<file path="config.mk">
export PLATFORM = sky130hd
export DESIGN_NAME = seq_detect_ctrl
export DESIGN_NICKNAME = d
export VERILOG_FILES = /design/src/rtl/seq_detect_ctrl.sv
export SDC_FILE = /design/constraint.sdc
export NUM_CORES = 1
export LEC_CHECK = 0
export CAP_MARGIN = 20
export CORE_MARGIN = 3
export CORE_UTILIZATION = 49
export CTS_CLUSTER_DIAMETER = 60
export DETAILED_ROUTE_END_ITERATION = 6
export PLACE_DENSITY = 0.75
export REMOVE_ABC_BUFFERS = 1
export SYNTH_ARGS = -nofsm -noshare
export SYNTH_HDL_FRONTEND = slang
export SYNTH_SLANG_ARGS = --single-unit
export TNS_END_PERCENT = 50
</file>
<file path="constraint.sdc">
create_clock -name clk -period 6.6 [get_ports clk]
set_input_delay 0.66 -clock clk [delete_from_list [all_inputs] [get_ports clk]]
set_output_delay 0.66 -clock clk [all_outputs]
set_load 0.05 [all_outputs]
</file>
<file path="src/rtl/seq_detect_ctrl.sv">
// seq_detect_ctrl: run-time configurable serial pattern-detection controller.
// Holds the pattern configuration, arms/disarms detection on a qualified serial
// bit stream, emits a registered one-cycle match pulse and keeps a saturating
// match counter.
//
// Ports:
//   clk          single clock, all state on rising edge
//   rst          synchronous active-high reset
//   cfg_we       config write strobe (accepted only when idle)
//   cfg_pattern  pattern, bit [len-1] first received, bit [0] most recent
//   cfg_len      pattern length, legal 1..MAXLEN
//   cfg_overlap  1 = overlapping matches, 0 = history restarts after a match
//   start        arm detection
//   stop         disarm detection (wins over start)
//   in_valid     qualifies in
//   in           serial data bit
//   out          registered one-cycle match pulse
//   match_count  saturating match count since last start
//   busy         high while armed
//   cfg_err      one-cycle pulse on a rejected config write
module seq_detect_ctrl #(
  parameter int unsigned MAXLEN = 8,
  parameter int unsigned CNTW   = 16,
  localparam int unsigned LW    = $clog2(MAXLEN + 1)
) (
  input  logic              clk,
  input  logic              rst,
  input  logic              cfg_we,
  input  logic [MAXLEN-1:0] cfg_pattern,
  input  logic [LW-1:0]     cfg_len,
  input  logic              cfg_overlap,
  input  logic              start,
  input  logic              stop,
  input  logic              in_valid,
  input  logic              in,
  output logic              out,
  output logic [CNTW-1:0]   match_count,
  output logic              busy,
  output logic              cfg_err
);

  localparam logic [MAXLEN-1:0] DefPattern = MAXLEN'(4'b1101);
  localparam logic [LW-1:0]     DefLen     = LW'(4);
  localparam logic [LW-1:0]     MaxLen     = LW'(MAXLEN);

  typedef enum logic [0:0] {StIdle, StRun} state_e;

  state_e              state_q, state_d;
  logic [MAXLEN-1:0]   pattern_q, pattern_d;
  logic [LW-1:0]       len_q, len_d;
  logic                overlap_q, overlap_d;
  logic [MAXLEN-1:0]   hist_q, hist_d;
  logic [LW-1:0]       fill_q, fill_d;
  logic [CNTW-1:0]     cnt_q, cnt_d;
  logic                out_q, out_d;
  logic                err_q, err_d;

  logic [MAXLEN-1:0]   hist_shift;
  logic [LW-1:0]       fill_inc;
  logic [MAXLEN-1:0]   len_mask;
  logic                hit;

  // Candidate history/fill if the current bit is accepted.
  always_comb begin
    hist_shift = {hist_q[MAXLEN-2:0], in};
    fill_inc   = (fill_q == MaxLen) ? fill_q : fill_q + LW'(1);
    for (int unsigned i = 0; i < MAXLEN; i++) begin
      len_mask[i] = (i < 32'(len_q));
    end
    // Pattern bits at or above len are masked off as don't-care.
    hit = (fill_inc >= len_q) && (((hist_shift ^ pattern_q) & len_mask) == '0);
  end

  always_comb begin
    state_d   = state_q;
    pattern_d = pattern_q;
    len_d     = len_q;
    overlap_d = overlap_q;
    hist_d    = hist_q;
    fill_d    = fill_q;
    cnt_d     = cnt_q;
    out_d     = 1'b0;
    err_d     = 1'b0;

    unique case (state_q)
      StIdle: begin
        if (cfg_we) begin
          if ((cfg_len != '0) && (cfg_len <= MaxLen)) begin
            pattern_d = cfg_pattern;
            len_d     = cfg_len;
            overlap_d = cfg_overlap;
          end else begin
            err_d = 1'b1;
          end
        end
        if (start && !stop) begin
          hist_d  = '0;
          fill_d  = '0;
          cnt_d   = '0;
          state_d = StRun;
        end
      end
      StRun: begin
        if (cfg_we) begin
          err_d = 1'b1;
        end
        if (stop) begin
          // Any bit arriving with stop is dropped; history stays for readout.
          state_d = StIdle;
        end else if (in_valid) begin
          hist_d = hist_shift;
          fill_d = fill_inc;
          if (hit) begin
            out_d = 1'b1;
            if (cnt_q != '1) begin
              cnt_d = cnt_q + CNTW'(1);
            end
            if (!overlap_q) begin
              fill_d = '0;
            end
          end
        end
      end
      default: state_d = StIdle;
    endcase
  end

  always_ff @(posedge clk) begin
    if (rst) begin
      state_q   <= StIdle;
      pattern_q <= DefPattern;
      len_q     <= DefLen;
      overlap_q <= 1'b1;
      hist_q    <= '0;
      fill_q    <= '0;
      cnt_q     <= '0;
      out_q     <= 1'b0;
      err_q     <= 1'b0;
    end else begin
      state_q   <= state_d;
      pattern_q <= pattern_d;
      len_q     <= len_d;
      overlap_q <= overlap_d;
      hist_q    <= hist_d;
      fill_q    <= fill_d;
      cnt_q     <= cnt_d;
      out_q     <= out_d;
      err_q     <= err_d;
    end
  end

  assign out         = out_q;
  assign match_count = cnt_q;
  assign busy        = (state_q == StRun);
  assign cfg_err     = err_q;

endmodule

</file>
---- After elaboration in Yosys (flattened, before gate mapping) ----
Index checks and enable logic that the tools add are counted.
storage, ports and cells
  register bits after elaboration ......... 43
  input port bits ......................... 20
  word-level logic and storage cells ...... 67
cells by class
  $add $sub $neg .......................... 2
  $lt $le $gt $ge ......................... 10
  equality and inequality tests ........... 7
  multiplexer cells ....................... 25
  bitwise logic cells ..................... 4
  reduce and logical (&&, ||, !) cells .... 10
operators by type and width
  kind                                                   number
  two-way mux 16 bit                                     5
  case mux 16 bit (2 select lines)                       1
  two-way mux 4 bit                                      6
  two-way mux 7 bit                                      3
  adder 16 x 1 -> 16 bit, second input constant          1
  < comparator 3 x 4 -> 1 bit, first input constant      4
  != test 16 bit, second input constant                  1
  case mux 7 bit (2 select lines)                        1
  AND 8 bit                                              1
  logical NOT 8 bit                                      1
  < comparator 1 x 4 -> 1 bit, first input constant      2
  < comparator 2 x 4 -> 1 bit, first input constant      2
  case mux 4 bit (2 select lines)                        1
  bitwise XOR 8 bit                                      1
  two-way mux 1 bit                                      6
  != test 2 bit, second input constant                   3
  AND reduction 3 bit                                    2
  AND reduction 5 bit                                    1
  adder 4 x 1 -> 4 bit, second input constant            1
  equality test 4 bit, second input constant             1
  greater-or-equal comparator 4 bit                      1
  less-or-equal comparator 4 bit, second input constant  1
  != test 2 x 1 -> 1 bit, second input constant          2
  case mux 1 bit (2 select lines)                        2
  other kinds (5)                                        8

---- Depth between registers and ports, before layout ----
  depth after elaboration ................. 8
  depth in mapped cells ................... 13
  mapped depth without buffers ............ 12

---- Worst setup path before layout ----
Ideal clock, no wire load.
  path type ............................... reg-to-reg
  start ................................... register fill_q[0]
  end ..................................... register cnt_q[8], in the netlist match_count[8]
  arrival ................................. 2.635 ns
  required time ........................... 6.480 ns
  path slack .............................. 3.845 ns
  cell stages (with the launch flop) ...... 13
  buffers on the path ..................... 0
  clock period less this slack ............ 2.755 ns
  cell sequence ........................... dfxtp_1 -> inv_1 -> ha_1 -> nand2_1 -> nor2_1 -> xnor2_1 -> ha_1 -> nand2b_1 -> a2111oi_0 -> nor4b_4 -> nand3_1 -> nor2_1 -> a211o_1
on the way
  longest elaborated chain between the ends .. 6
  elaborated cells on any way between the ends .. 7
  classes of those cells .................. 1 x add/sub; 1 x order compare; 2 x eq/ne; 1 x mux; 2 x reduce/logical
ends and longest elaborated chain
  item                                                         RTL line  source
  start: declaration                                           53        logic [LW-1:0] fill_q, fill_d;
  start signal: assignment                                     145       fill_q <= fill_d;
  adder 4 x 1 -> 4 bit or equality test 4 bit (tied branches)  66        fill_inc = (fill_q == MaxLen) ? fill_q : fill_q + LW'(1);
  two-way mux 4 bit (*)                                        66
  greater-or-equal comparator 4 bit (*)                        71        hit = (fill_inc >= len_q) && (((hist_shift ^ pattern_q) & len_mask) == '0);
  logical AND 1 bit (*)                                        71
  != test 2 x 1 -> 1 bit (no source line) (*)                  --
  AND reduction 5 bit (no source line) (*)                     --
  end signal: assignment                                       146       cnt_q <= cnt_d;
  end: declaration                                             54        logic [CNTW-1:0] cnt_q, cnt_d;
Every way passes the cells marked *; elsewhere a longest branch is shown, timed or not.
A chain may end at the register's enable or synchronous reset.

---- Worst setup path after layout ----
  start ................................... register fill_q[0]
  end ..................................... register cnt_q[5], in the netlist match_count[5]
Same word-level chain as after synthesis.

==> results.json <==
{
  "outcome": "complete, no violations",
  "cell_internal_pwr_uw": 365,
  "hold_viol_final": 0,
  "dp_hpwl_mm": 3.48,
  "worst_ep_arrival_time_ns": 3.48,
  "clkLatencyLatePin_ns": 0.30,
  "required_ns": 6.82,
  "synth_adder_area_share_pct": 3.98,
  "synth_top_cell_area_share_pct": 39.2,
  "antennaDiodeCount": 0,
  "path_class": "reg2reg",
  "critPathCaptureType": "register",
  "fillers": 359,
  "drc": 0,
  "synthMuxAreaShare_pct": 5.01,
  "die_width_um": 73.0,
  "p_clk_share_pct": 33.1,
  "power.switching_uw": 123,
  "post-route-period-util_pct": 49.4,
  "cpPeakStageDelay_ns": 0.58,
  "setup_viol": 0,
  "synth_area_leaders": "dfxtp_1 (39%), mux2i_1 (5.0%), nor2_1 (4.1%)",
  "worstPathCellList": "inv_1 -> ha_1 -> nand2_1 -> nand2_1 -> mux2i_1 -> ha_1 -> o21ai_0 -> a222oi_1 -> nor4b_4 -> nand3_2 -> or4_1 -> a31oi_1",
  "reg2regPathDepth": 12,
  "antenna_found_initial": 0,
  "finalNetCount": 312,
  "syn_inst": 251,
  "peakVddDrop_mv": 0.137,
  "numCtsBuffers": 5,
  "fin_skew_ns": 0.00715,
  "vias_per_cell": 5.76,
  "globalRouteTotalUtil_pct": 19.9,
  "syn2layout_area_growth_pct": 22.2,
  "max-slew-margin-rel_pct": 45.1,
  "postCtsSetupRepairBufs": 0,
  "hold_path_class": "reg2reg",
  "multiInputGateArea_um2": 1250,
  "max_freq_mhz": 307,
  "cp_slowest_cell": "or4_1",
  "async_flop_share_pct": 0,
  "syn_avg_cell_area_um2": 8.76,
  "num_io_pins": 39,
  "die_area_um2": 5330,
  "cts_sinks": 43,
  "root_buffer": "clkbuf_8",
  "grt_max_degree": 31,
  "synth_cell_types": 48,
  "via_count": 1934,
  "synth_top_family_by_area": "simple AND/OR/NAND/NOR gates",
  "wl_per_cell_um": 14.4,
  "tightest_slew_ns": 0.824,
  "grt_overflow": 0,
  "final.setup.tns_ns": 0,
  "cts_resized": 0,
  "synth_top_area_cell": "dfxtp_1",
  "cp-start-kind": "register",
  "grt_pass1_wl_mm": 8.38,
  "htree_levels": 2,
  "synth_warnings": 0,
  "synth_area_um2": 2200,
  "core_um2": 4170,
  "num_rows": 23,
  "start_util_pct": 52.7,
  "portBuffers": 38,
  "min_period_ns": 3.26,
  "drt-total-wl_mm": 4.84,
  "layout-drive-gt1-share_pct": 4.90,
  "first_global_vias": 1787,
  "ys_seq_elements": 43,
  "yosys.area_share.simple_pct": 23.9,
  "gp_congestion": 0.780,
  "synth-edff-count": 0,
  "path_clk_slew_ns": 0.08,
  "dp_slack_ns": 3.34,
  "cts_tree": "yes",
  "regArea_um2": 861,
  "die_y_um": 73.0,
  "comb_power_share_pct": 11.2,
  "pwr-share-seq_pct": 55.7,
  "hold_buffers": 0,
  "holdPathStages": 2,
  "detail_route.iter0.violations": 117,
  "firstDrtPassIters": 4,
  "synth_compound_area_share_pct": 19.6,
  "clock_path_buffers": 2,
  "hold-worst-slack_ns": 0.488,
  "synth_xor_area_share_pct": 4.38,
  "drv_slew": 0,
  "cp_max_fo": 13,
  "cellPowerDensity_nw_per_um2": 182,
  "cap_violations": 0,
  "synth_ff_type": "dfxtp_1",
  "ys_seq_area_share_pct": 39.2,
  "p_leak_uw": 0.000955,
  "power_switching_share_pct": 25.2,
  "setup_ws_ns": 3.34,
  "grt_setup_unrepaired": "false",
  "route.antenna.remaining_nets": 0
}
## power by group through the flow
stage	Clock [µW]	Combinational, µW	Sequential, µW
6_report	161	54.9	272
5_1_grt	176	61.4	273
4_1_cts	165	55.3	272
3_5_place_dp	0	55.0	278
3_3_place_gp	0	54.1	278
2_1_floorplan	0	30.1	278
## worst max-delay path, delay by kind of cell, from the launching register on
family | cells | cell delay (ns)
buffers and inverters | 1 | 0.08
flip-flops | 1 | 0.38
AND/OR/NAND/NOR | 5 | 1.48
adder cells (fa/ha/maj) | 2 | 0.41
multiplexers | 1 | 0.22
AO/OA/AOI/OAI | 3 | 0.62
## layer usage
| metal | up-vias | track usage, % | routed length [µm] |
|---|---|---|---|
| met5 | - | 0 | 0 |
| met4 | 0 | 7.99 | 87 |
| met3 | 10 | 3.99 | 218 |
| met2 | 47 | 29.5 | 2260 |
| met1 | 890 | 28.2 | 2270 |
| li1 | 987 | - | - |
## Yosys cell counts (2+ instances only)
cell,count
nor2_1,24
nor3_1,4
ha_1,7
xnor2_1,8
o22ai_1,2
a31oi_1,4
and3_1,2
nand2_1,18
nand4_1,4
o31ai_1,5
o21a_1,2
o311ai_1,3
a21oi_1,5
or4_1,5
inv_1,11
clkbuf_1,10
nand3_1,10
nor2b_1,5
or2_2,2
and2_1,6
a211o_1,5
or3_1,3
dfxtp_1,43
o21ai_1,3
xor2_1,3
a22oi_1,7
o211ai_1,5
a22o_1,3
mux2i_1,11
o21ai_0,5
and4_1,3
o41ai_1,3
nand2b_1,5
## worst paths after layout
check	start	endpoint	slack, ns
max	fill_q[0]	match_count[5]	3.34
min	fill_q[0]	fill_q[0]	0.49
max reg2reg	fill_q[0]	match_count[5]	3.34
min reg2reg	fill_q[0]	fill_q[0]	0.49
## layout make-up
type | count | share of cell area, %
Clock buffer | 5 | 2.56
Clock inverter | 3 | 0.559
Inverter | 11 | 1.54
Multi-Input combinational cell | 185 | 46.5
Sequential cell | 43 | 32.0
Tap cell | 50 | 2.33
Timing Repair Buffer | 39 | 14.4
## state kept, by name, summed over array words and instances, names as in the netlist
| name | flops |
|---|---|
| overlap_q | 1 |
| len_q | 4 |
| cfg_err | 1 |
| pattern_q | 8 |
| out | 1 |
| match_count | 16 |
| fill_q | 4 |
| hist_q | 7 |
| busy | 1 |
## cells in the final DEF (no fill, tap or decap), drive strengths merged, types with 4 or more instances in the layout
master,count
dfxtp,43
clkdlybuf4s50,38
nor2,24
nand2,18
mux2i,11
inv,11
nand3,11
xnor2,8
o21ai,8
a22oi,7
ha,7
and2,6
o211ai,5
nand2b,5
a21oi,5
or4,5
nor2b,5
a211o,5
o31ai,5
clkbuf,5
nor3,4
a31oi,4
nand4,4
## kinds of logic (layout without fill, tap and decap cells)
logic type	count (synthesis)	after routing
AOI/OAI and AO/OA	59	59
xor gates and xnor gates	11	11
adders and majority gates	7	7
buffers and inverters	23	58
DFF	43	43
muxes	11	11
and+or+nand+nor	97	97
## metrics by stage
stage | cell area, µm² | std cells | utilization, % | power (µW)
2_1_floorplan | 2150 | 239 | - | 308
3_3_place_gp | 2600 | 328 | 62.4 | 332
3_5_place_dp | 2600 | 328 | 62.4 | 333
4_1_cts | 2690 | 336 | 64.4 | 492
5_1_grt | 2690 | 336 | 64.4 | 510
6_report | 2690 | 336 | 64.4 | 488
(Power assumes the default switching activity.)
